File: config.mk
export PLATFORM = sky130hd
export DESIGN_NAME = mem_port_arbiter
export DESIGN_NICKNAME = d
export VERILOG_FILES = /design/src/rtl/mem_port_arbiter_pkg.sv /design/src/rtl/arb_starve_cnt.sv /design/src/rtl/mem_port_arbiter.sv
export SDC_FILE = /design/constraint.sdc
export NUM_CORES = 1
export LEC_CHECK = 0
export BUFFER_PORTS_ARGS = -buffer_cell sky130_fd_sc_hd__buf_2
export CAP_MARGIN = 20
export CORE_MARGIN = 2
export CORE_UTILIZATION = 41
export DETAILED_ROUTE_END_ITERATION = 8
export MAX_ROUTING_LAYER = met4
export PLACE_DENSITY_LB_ADDON = 0.12
export REMOVE_ABC_BUFFERS = 1
export SETUP_SLACK_MARGIN = 0.05
export SKIP_CTS_REPAIR_TIMING = 1
export SYNTH_ARGS = -nofsm -noshare
export SYNTH_HDL_FRONTEND = slang
export SYNTH_HIERARCHICAL = 1
export SYNTH_SLANG_ARGS = --single-unit
File: constraint.sdc
create_clock -name clk -period 1.7 [get_ports clk]
set_input_delay 0.255 -clock clk [delete_from_list [all_inputs] [get_ports clk]]
set_output_delay 0.255 -clock clk [all_outputs]
set_load 0.02 [all_outputs]
File: src/rtl/mem_port_arbiter_pkg.sv
// Shared definitions for the instruction/data memory port arbiter.
// Contents: the arbiter state encoding, the grant encoding, and the default
// address/data widths used by mem_port_arbiter.
package mem_port_arbiter_pkg;

  localparam int unsigned DEF_ADDR_W = 30;
  localparam int unsigned DEF_DATA_W = 32;

  typedef enum logic [1:0] {
    IDLE,
    BUSY_I,
    BUSY_D,
    RESP
  } arb_state_t;

  typedef enum logic {
    GNT_I = 1'b0,
    GNT_D = 1'b1
  } grant_t;

endpackage

File: src/rtl/arb_starve_cnt.sv
// Fetch-starvation counter for the memory port arbiter.
// Counts consecutive data grants issued while a fetch was waiting and raises
// force_i once the limit is reached, so the next contested grant goes to fetch.
// Ports:
//   clk, rst       - clock, synchronous active-high reset
//   grant_valid    - a grant is issued this cycle
//   grant_d        - the grant goes to the data side
//   other_pending  - the fetch side was requesting at the grant
//   force_i        - limit reached; fetch wins the next contested grant
module arb_starve_cnt #(
  parameter int unsigned MAX_D_CONSEC = 4
) (
  input  logic clk,
  input  logic rst,
  input  logic grant_valid,
  input  logic grant_d,
  input  logic other_pending,
  output logic force_i
);

  localparam int unsigned CNT_W = (MAX_D_CONSEC < 1) ? 1 : $clog2(MAX_D_CONSEC + 1);
  localparam logic [CNT_W-1:0] CNT_MAX = CNT_W'(MAX_D_CONSEC);

  logic [CNT_W-1:0] cnt;

  always_ff @(posedge clk) begin
    if (rst) begin
      cnt <= '0;
    end else if (grant_valid) begin
      if (grant_d && other_pending) begin
        if (cnt != CNT_MAX) begin
          cnt <= cnt + 1'b1;
        end
      end else begin
        cnt <= '0;
      end
    end
  end

  assign force_i = (cnt == CNT_MAX);

endmodule

File: src/rtl/mem_port_arbiter.sv
// Shares one single-ported memory between instruction fetch (i_*) and
// load/store (d_*). One transaction at a time; data has priority except when
// fetch has been passed over MAX_D_CONSEC times in a row.
// Ports:
//   clk, rst                          - clock, synchronous active-high reset
//   i_req, i_addr / i_rdata, i_ready  - fetch request and completion
//   d_req, d_we, d_addr, d_wdata /
//   d_rdata, d_ready                  - load/store request and completion
//   mem_req, mem_we, mem_addr,
//   mem_wdata / mem_rdata, mem_ready  - memory side, held until mem_ready
// All outputs are registered.
module mem_port_arbiter
  import mem_port_arbiter_pkg::*;
#(
  parameter int unsigned ADDR_W       = DEF_ADDR_W,
  parameter int unsigned DATA_W       = DEF_DATA_W,
  parameter int unsigned MAX_D_CONSEC = 4
) (
  input  logic              clk,
  input  logic              rst,
  input  logic              i_req,
  input  logic [ADDR_W-1:0] i_addr,
  output logic [DATA_W-1:0] i_rdata,
  output logic              i_ready,
  input  logic              d_req,
  input  logic              d_we,
  input  logic [ADDR_W-1:0] d_addr,
  input  logic [DATA_W-1:0] d_wdata,
  output logic [DATA_W-1:0] d_rdata,
  output logic              d_ready,
  output logic              mem_req,
  output logic              mem_we,
  output logic [ADDR_W-1:0] mem_addr,
  output logic [DATA_W-1:0] mem_wdata,
  input  logic [DATA_W-1:0] mem_rdata,
  input  logic              mem_ready
);

  arb_state_t state;
  grant_t     grant;
  logic       grant_valid;
  logic       force_i;

  always_comb begin
    grant_valid = (state == IDLE) && (i_req || d_req);
    grant       = GNT_I;
    if (d_req && !(i_req && force_i)) begin
      grant = GNT_D;
    end
  end

  arb_starve_cnt #(
    .MAX_D_CONSEC(MAX_D_CONSEC)
  ) u_starve (
    .clk          (clk),
    .rst          (rst),
    .grant_valid  (grant_valid),
    .grant_d      (grant == GNT_D),
    .other_pending(i_req),
    .force_i      (force_i)
  );

  // RESP never arbitrates, so a requester still holding req during its
  // ready pulse cannot be granted twice for one access.
  always_ff @(posedge clk) begin
    if (rst) begin
      state     <= IDLE;
      mem_req   <= 1'b0;
      mem_we    <= 1'b0;
      mem_addr  <= '0;
      mem_wdata <= '0;
      i_rdata   <= '0;
      d_rdata   <= '0;
      i_ready   <= 1'b0;
      d_ready   <= 1'b0;
    end else begin
      i_ready <= 1'b0;
      d_ready <= 1'b0;
      case (state)
        IDLE: begin
          if (grant_valid) begin
            mem_req <= 1'b1;
            if (grant == GNT_D) begin
              mem_we    <= d_we;
              mem_addr  <= d_addr;
              mem_wdata <= d_wdata;
              state     <= BUSY_D;
            end else begin
              mem_we   <= 1'b0;
              mem_addr <= i_addr;
              state    <= BUSY_I;
            end
          end
        end
        BUSY_I: begin
          if (mem_ready) begin
            mem_req <= 1'b0;
            i_rdata <= mem_rdata;
            i_ready <= 1'b1;
            state   <= RESP;
          end
        end
        BUSY_D: begin
          if (mem_ready) begin
            mem_req <= 1'b0;
            if (!mem_we) begin
              d_rdata <= mem_rdata;
            end
            d_ready <= 1'b1;
            state   <= RESP;
          end
        end
        default: begin
          state <= IDLE;
        end
      endcase
    end
  end

endmodule

==> impl_metrics.toml, run 1 <==
[run_status]
status = "completed"

[yosys]
async_flop_share_pct = 0
synth_edf_count = 0
yosysSeqAreaShare_pct = 51.5
synth_area_per_cell_um2 = 8.54
ys_warn_count = 6
synth_most_common_cell = "nand2_1"
synth.largest_area_cell = "dfxtp_1"
ys.flop_type = "dfxtp_1"
yosys-top-cells-count = "200 x nand2_1, 135 x dfxtp_1, 83 x a21oi_1"
synthTopCellsByArea = "dfxtp_1 52%, nand2_1 14%, a21oi_1 7.9%"
ys_ff_latch = 135
synthCells = 614
synth.top_cell.area_share_pct = 51.5
yosys.cell_types.count = 29
syn-cell-area_um2 = 5250

[sta]
rsz0062_at_grt = "true"
min_period_ns = 1.63
max_freq_mhz = 612
finClkSkew_ns = 0.00547
tightest_slew_ns = 0.370
whs_ns = 0.0767
max-slew-margin-rel_pct = 75.3
fin_crit_sh_pct = 96.1
setup_viol = 0
drv_slew = 0
hold_viol = 0

[global_routing]
grt_overflow = 0
grt_pass1_vias = 4582
grt_usage_pct = 20.8
grt_first_pass_wirelength_mm = 21.6
grt_max_degree = 59
antenna_found_initial = 1

[clock_network]
clk_path_buf_depth = 2
cts_tree = "built"
cts_buffers = 17
clock-sinks = 135
cts_max_level = 4
root_buffer = "clkbuf_16"
clk_pin_slew_ns = 0.06
clk_latency_ns = 0.41

[critical_path]
cp.required_ns = 1.99
max_stage_delay_ns = 0.35
worstPathArrival_ns = 1.92
worstPathMaxFanout = 5
slowest_stage = "dfxtp_2"
worstPathCellList = "inv_2, ha_4, nand2_4, inv_2, a21boi_4, buf_12, clkbuf_16, mux2i_1, a211oi_1"
crit_path_frequent_cell = "inv_2"
path_class = "flip-flop to flip-flop"
critPathLaunchType = "flip-flop"
end_kind = "flip-flop"

[power]
ir_drop_uv = 656
p_total_mw = 11.8
power_density_nw_per_um2 = 1550
p_leak_nw = 3.51

[floorplanning]
die_x_um = 117
placement_rows = 41
dieArea_um2 = 13700
dieHeight_um = 117
core_region_area_um2 = 12600
io_pins = 260
start_util_pct = 41.7

[routing]
postRouteAntennaNets = 0
via_count = 5121
wl_mm = 14.9
first_iter_violations = 277
detail_route.first_pass.iterations = 4
detail_route.wl_per_cell_um = 14.1
drc = 0
viasPerCell = 4.84

[placement]
dp_cells = 1014
dp_hpwl_mm = 10.1
place_congestion = 0.838
port_buffers = 259

[min_path]
hold_path.class = "primary input to flip-flop"

[cells_and_area]
fin_cells = 1059
final_nets = 1010
syn2layout_area_growth_pct = 45.0
drive_gt1_share_pct = 41.6

[job]
cap_violations = 0
==> metal layers <==
metal	vias to the layer above	share of wire, %	GRT usage (%)
li1	2558	-	-
met1	2335	42	23.7
met2	210	48	34.0
met3	18	8.2	7.00
met4	0	1.3	7.53
met5	-	0	-
==> critical path: cells and delay by family (launching register included) <==
family          cells  cell delay (ns)
mux                 1             0.21
buf+inv             4             0.42
flops               1             0.35
compound gates      2             0.32
simple gates        1             0.05
fa+ha+maj           1             0.17
==> report_power, final <==
group	internal, mW	switching (mW)	leakage, nW	total [mW]
registers	3.78	0.304	1.10	4.08
logic	1.57	2.63	2.13	4.20
clock network	2.19	1.30	0.282	3.49
==> cell usage in the layout, fill, tap and decap left out, drive strengths merged, types with 2 or more instances in the layout <==
cell type,instances
buf,281
nand2,200
dfxtp,135
a21oi,102
nor2,36
a211oi,32
mux2i,30
clkbuf,28
ha,7
inv,7
clkinv,5
o21ai,4
and2,4
clkinvlp,2
nand4,2
or2,2
==> cell type report <==
cell class | instances | area [um2]
fill | 1131 | 4960
multi-input combinational | 427 | 2370
clock inverter | 8 | 70.1
inverter | 7 | 26.3
clock buffer | 24 | 502
antenna | 1 | 2.50
sequential | 135 | 2710
tap | 172 | 215
timing repair buffer | 285 | 1710
==> kinds of logic after synthesis <==
logic type / after synthesis / synth area share (%)
and+or+nand+nor: 245 / 18.1
AOI/OAI and AO/OA: 143 / 17.0
DFF: 135 / 51.5
buffers and inverters: 54 / 5.96
muxes: 30 / 5.73
adders and majority gates: 7 / 1.67
==> worst paths after layout <==
path,from,end,slack [ns],depth (start not counted)
max,u_starve/cnt[1],mem_addr[17],0.07,9
min reg2reg,d_rdata[12],d_rdata[12],0.45,2
max reg2reg,u_starve/cnt[1],mem_addr[17],0.07,9
min,d_we,mem_we,0.08,3
==> state kept, by name, summed over array words and instances, names as in the netlist <==
signal and count:
mem_we 1, d_ready 1, d_rdata 32, mem_wdata 32, state 2, i_rdata 32
u_starve/cnt 3, mem_req 1, i_ready 1, mem_addr 30
==> per-stage QoR <==
stage | area, um2 | utilization [%] | setup WS, ns | setup TNS, ns
floorplan | 4960 | - | -1.65 | -91.08
global placement | 6750 | 53.7 | -0.00654 | -0.00742
detailed placement | 6750 | 53.7 | -0.0564 | -0.740
CTS | 7330 | 58.3 | -0.0732 | -2.02
global route | 7610 | 60.5 | -0.0611 | -0.631
finish | 7610 | 60.5 | 0.0668 | 0
No activity file was read; power rests on OpenSTA's default activity.
==> run 2, diff against run 1 <==
ABC_AREA = 1   (was default)
==> run 2 against run 1 <==
Compared with the run above:
- design area shrank 3.2%
- core utilization is essentially flat
- synthesized cell count grew 13%
- die area shrank 1.5%
- setup slack gained 0.079 ns
- via count grew 2.5%
- first-iteration DRC count grew 18%
- non-clock buffer count shrank 6
- area after synthesis shrank 1.6%
- highest routed layer unchanged
==> impl_metrics.toml, run 2 <==
[sta]
fin_crit_sh_pct = 91.4
max-slew-margin-rel_pct = 75.1
totalNegativeSetupSlack_ns = 0
hold_viol = 0
drv_slew = 0
tightest_slew_ns = 0.374
min_period_ns = 1.55
rsz0062_at_grt = "false"
finClkSkew_ns = 0.00647
setup_viol = 0
max_freq_mhz = 644

[critical_path]
path_class = "flip-flop to flip-flop"
crit_path_end = "mem_wdata[10]"
critPathLaunchType = "flip-flop"
worstPathArrival_ns = 1.89
end_kind = "flip-flop"
cp-startpoint = "u_starve/cnt[0]"
r2r-end = "mem_wdata[10]"
cp.required_ns = 2.04
worstPathMaxFanout = 16
reg2reg_slack_ns = 0.15
rr_startpoint = "u_starve/cnt[0]"
rr_worst_depth = 11

[routing]
viasPerCell = 4.66
wl_mm = 15.1
via_count = 5251
detail_route.wl_per_cell_um = 13.4
first_iter_violations = 326
postRouteAntennaNets = 0
drc = 0
detail_route.first_pass.iterations = 4

[yosys]
synthCells = 691
ys_warn_count = 6
async_flop_share_pct = 0
yosysSeqAreaShare_pct = 52.4
synth.top_cell.area_share_pct = 52.4
ys.flop_type = "dfxtp_1"
synthTopCellsByArea = "dfxtp_1 52%, nor2_1 17%, o21ai_0 11%"
synth_edf_count = 0
synth.largest_area_cell = "dfxtp_1"
syn-cell-area_um2 = 5160
synth_most_common_cell = "nor2_1"
ys_ff_latch = 135
yosys-top-cells-count = "232 x nor2_1, 135 x dfxtp_1, 114 x o21ai_0"
yosys.cell_types.count = 21
synth_area_per_cell_um2 = 7.47

[global_routing]
grt_first_pass_wirelength_mm = 22.6
grt_pass1_vias = 4658
antenna_found_initial = 0
grt_max_degree = 76
grt_usage_pct = 22.1
grt_overflow = 0

[job]
cap_violations = 0

[floorplanning]
die_x_um = 116
io_pins = 260
dieArea_um2 = 13500
start_util_pct = 42.4
core_region_area_um2 = 12200
placement_rows = 40
dieHeight_um = 116

[power]
seqPwrFrac_pct = 35.7
power_density_nw_per_um2 = 1730
ir_drop_uv = 703
switchingPower_mw = 4.69
p_leak_nw = 3.77
p_sw_share_pct = 36.8
p_int_mw = 8.04
p_total_mw = 12.7
clkPwrFrac_pct = 28.8
pwr-share-comb_pct = 35.6

[cells_and_area]
fin_area_um2 = 7360
drive_gt1_share_pct = 34.4
mostFrequentLayoutCells = "259 x buf_2, 231 x nor2_1, 132 x dfxtp_1"
final_nets = 1083
reg_top3 = "d_rdata x32, i_rdata x32, mem_wdata x32"
fin_util_pct = 60.5
syn2layout_area_growth_pct = 42.6
antenna_cells = 0
nFillCells = 1202
layout_commonest_cell = "buf_2"

[placement]
dp_hpwl_mm = 10.3
post_dp_cell_area_um2 = 6600
port_buffers = 259
place_congestion = 0.830

[clock_network]
clk_latency_ns = 0.41
clock-sinks = 135
clk_pin_slew_ns = 0.06
cts_tree = "built"
root_buffer = "clkbuf_16"
cts_max_level = 4
cts_buffers = 17
clk_path_buf_depth = 2

[min_path]
hold_path.class = "primary input to flip-flop"

[run_status]
status = "completed"
==> run 2: cell count changes in the layout (fill, tap and decap cells not counted), sizes merged, moves of 3 or more <==
cell,previous run,this run
a211oi,32,0
buf,281,276
clkinvlp,2,5
clkbuf,28,24
nand2,200,84
a21oi,102,34
mux2i,30,0
and2,4,0
nand3,0,6
nor2,36,237
inv,7,17
o21ai,4,127
==> run 2: logic make-up (layout without fill, tap and decap cells) <==
kind of cell             Yosys count  in the layout  synth area share [%]
AO/OA/AOI/OAI                    162            162                  15.8
flip-flops                       135            135                  52.4
buffers and inverters             59            327                  5.48
AND/OR/NAND/NOR                  328            328                  24.7
adder cells (fa/ha/maj)            7              7                  1.70
==> run 2: layout make-up <==
type / instances / area [um2] / area share [%]
Clock buffer: 21 / 480 / 6.53
Clock inverter: 11 / 121 / 1.65
Inverter: 16 / 70.1 / 0.952
Multi-Input combinational cell: 497 / 2190 / 29.7
Sequential cell: 135 / 2710 / 36.8
Tap cell: 168 / 210 / 2.86
Timing Repair Buffer: 279 / 1590 / 21.5
==> run 2: how the worst min path moves through the flow <==
| stage | startpoint | endpoint | slack [ns] | cells after the start |
|---|---|---|---|---|
| global placement | i_rdata[15] | i_rdata[15] | 0.46 | 2 |
| CTS | d_wdata[13] | mem_wdata[13] | 0.04 | 3 |
| floorplan | rst | mem_we | 0.32 | 1 |
| global route | d_wdata[8] | mem_wdata[8] | 0.05 | 3 |
| finish | d_addr[23] | mem_addr[23] | 0.06 | 3 |
| detailed placement | i_rdata[22] | i_rdata[22] | 0.47 | 2 |
==> run 2: metal layers <==
layer | up-vias | share of wire [%] | track usage [%]
li1 | 2722 | - | -
met1 | 2303 | 43 | 26.5
met2 | 203 | 47 | 35.0
met3 | 23 | 7.8 | 6.38
met4 | 0 | 2.1 | 9.21
met5 | - | 0 | -
==> run 2: worst max-delay path: stages, from the launching register on <==
cell and delay (ns):
dfxtp_2 0.34, inv_1 0.05, ha_1 0.20, nand2_2 0.08, inv_2 0.04, nand2_2 0.09
nand2_4 0.08, nor2_4 0.13, buf_12 0.14, clkbuf_16 0.16, o21ai_1 0.06, nor2_1 0.11
==> run 2: stage by stage <==
step / instances / setup slack, ns / hold slack [ns]
after floorplan: 648 / -0.480 / 0.324
after global placement: 1089 / 0.0957 / 0.456
after detailed placement: 1089 / 0.0521 / 0.466
after CTS: 1121 / 0.0254 / 0.0446
after global routing: 1127 / 0.0419 / 0.0509
final: 1127 / 0.146 / 0.0639
==> run 2: power groups by stage <==
stage | Clock, mW | Combinational [mW] | Sequential [mW]
floorplan | 0 | 1.50 | 5.67
global placement | 0 | 4.23 | 4.57
detailed placement | 0 | 4.25 | 4.58
CTS | 3.74 | 4.25 | 4.54
global route | 3.90 | 4.98 | 4.65
finish | 3.66 | 4.52 | 4.54
==> run 3, diff against run 2 <==
RECOVER_POWER = 100   (was default)
==> run 3 against run 2 <==
Compared with the run above:
- count of clock-buffer cells in the layout did not move
- sequential share of layout area grew 0.91 points
- critical path depth did not move
- critical endpoint unchanged
- first-iteration DRC count is 4.9% lower
- worst hold slack worse by 0.0018 ns
- register-to-register slack is essentially flat
- largest power group unchanged
- clock power hardly changed
==> impl_metrics.toml, run 3 (synthesized netlist as in run 2, its figures left out) <==
[sta]
max-slew-margin-rel_pct = 75.2
hold_viol = 0
drv_slew = 0
layout_setup_ws_ns = 0.145
fin_crit_sh_pct = 91.5
whs_ns = 0.0621
rsz0062_at_grt = "false"
max_freq_mhz = 643
setup_viol = 0
finClkSkew_ns = 0.00684
min_period_ns = 1.56
totalNegativeSetupSlack_ns = 0
tightest_slew_ns = 0.372

[power]
pwr-share-comb_pct = 34.0
switchingPower_mw = 4.70
p_leak_nw = 3.25
p_int_mw = 7.76
p_sw_share_pct = 37.7
seqPwrFrac_pct = 36.6
clkPwrFrac_pct = 29.4
power_density_nw_per_um2 = 1740
ir_drop_uv = 680

[routing]
via_count = 5261
first_iter_violations = 310
viasPerCell = 4.67
postRouteAntennaNets = 0
drc = 0
detail_route.wl_per_cell_um = 13.5
wl_mm = 15.2
detail_route.first_pass.iterations = 4

[cells_and_area]
syn2layout_area_growth_pct = 39.1
layout_commonest_cell = "nor2_1"
drive_gt1_share_pct = 20.6
nFillCells = 1259
reg_top3 = "d_rdata x32, i_rdata x32, mem_wdata x32"
mostFrequentLayoutCells = "231 x nor2_1, 133 x dfxtp_1, 130 x clkbuf_1"
antenna_cells = 0
final_nets = 1083
fin_util_pct = 59.0
fin_area_um2 = 7180

[floorplanning]
die_x_um = 116
dieHeight_um = 116
core_region_area_um2 = 12200
start_util_pct = 42.4
placement_rows = 40
io_pins = 260
dieArea_um2 = 13500

[critical_path]
critPathLaunchType = "flip-flop"
rr_startpoint = "u_starve/cnt[0]"
path_class = "flip-flop to flip-flop"
reg2reg_slack_ns = 0.14
rr_worst_depth = 11
end_kind = "flip-flop"
worstPathMaxFanout = 16
cp-startpoint = "u_starve/cnt[0]"
cp.required_ns = 2.04
r2r-end = "mem_wdata[10]"
crit_path_end = "mem_wdata[10]"
worstPathArrival_ns = 1.90

[global_routing]
grt_pass1_vias = 4658
grt_usage_pct = 22.1
grt_overflow = 0
grt_first_pass_wirelength_mm = 22.6
grt_max_degree = 76
antenna_found_initial = 0

[clock_network]
cts_tree = "built"
cts_max_level = 4
clock-sinks = 135
root_buffer = "clkbuf_16"
clk_path_buf_depth = 2
clk_latency_ns = 0.41
cts_buffers = 17
clk_pin_slew_ns = 0.06

[job]
cap_violations = 0

[min_path]
hold_path.class = "primary input to flip-flop"
hold_start = "d_addr[23]"

[placement]
dp_hpwl_mm = 10.3
place_congestion = 0.830
post_dp_cell_area_um2 = 6600
pre_cts_slack_ns = 0.0521
port_buffers = 259

[run_status]
status = "completed"
-- run 3: per-layer routing --
metal	GRT usage [%]	part of all wire, %	up-vias
met1	26.5	44	2301
met5	-	0	-
met3	6.38	7.5	22
li1	-	-	2722
met2	35.0	46	216
met4	9.21	2.0	0
-- run 3: final cells by class --
| type | instances | area (um2) | share of cell area (%) |
|---|---|---|---|
| Clock inverter | 11 | 121 | 1.69 |
| Sequential cell | 135 | 2710 | 37.7 |
| Inverter | 16 | 70.1 | 0.976 |
| Timing Repair Buffer | 279 | 1410 | 19.6 |
| Clock buffer | 21 | 480 | 6.69 |
| Multi-Input combinational cell | 497 | 2180 | 30.4 |
| Tap cell | 168 | 210 | 2.93 |
-- run 3: worst min path at each step --
stage	end	depth (start not counted)
after CTS	mem_wdata[13]	3
final	mem_addr[23]	3
after detailed placement	i_rdata[22]	2
after global routing	mem_wdata[8]	3
after floorplan	mem_we	1
after global placement	i_rdata[15]	2
-- run 3: stage by stage --
stage | cells | total power, mW
after floorplan | 648 | 7.17
after global placement | 1089 | 8.81
after detailed placement | 1089 | 8.82
after CTS | 1121 | 12.5
after global routing | 1127 | 13.3
final | 1127 | 12.5
-- run 3: power groups by stage --
stage                     clock network (mW)  registers (mW)  logic (mW)
after floorplan                            0            5.67        1.50
after global placement                     0            4.57        4.23
after detailed placement                   0            4.58        4.25
after CTS                               3.74            4.54        4.25
after global routing                    3.90            4.67        4.70
final                                   3.66            4.57        4.24
-- run 3: worst max-delay path, cell delays in order (launching register included) --
cell and delay (ns):
dfxtp_2 0.34, inv_1 0.05, ha_1 0.18, nand2_1 0.09, inv_2 0.05, nand2_2 0.09, nand2_4 0.08, nor2_4 0.13
buf_12 0.14, clkbuf_16 0.16, o21ai_1 0.06, nor2_1 0.11
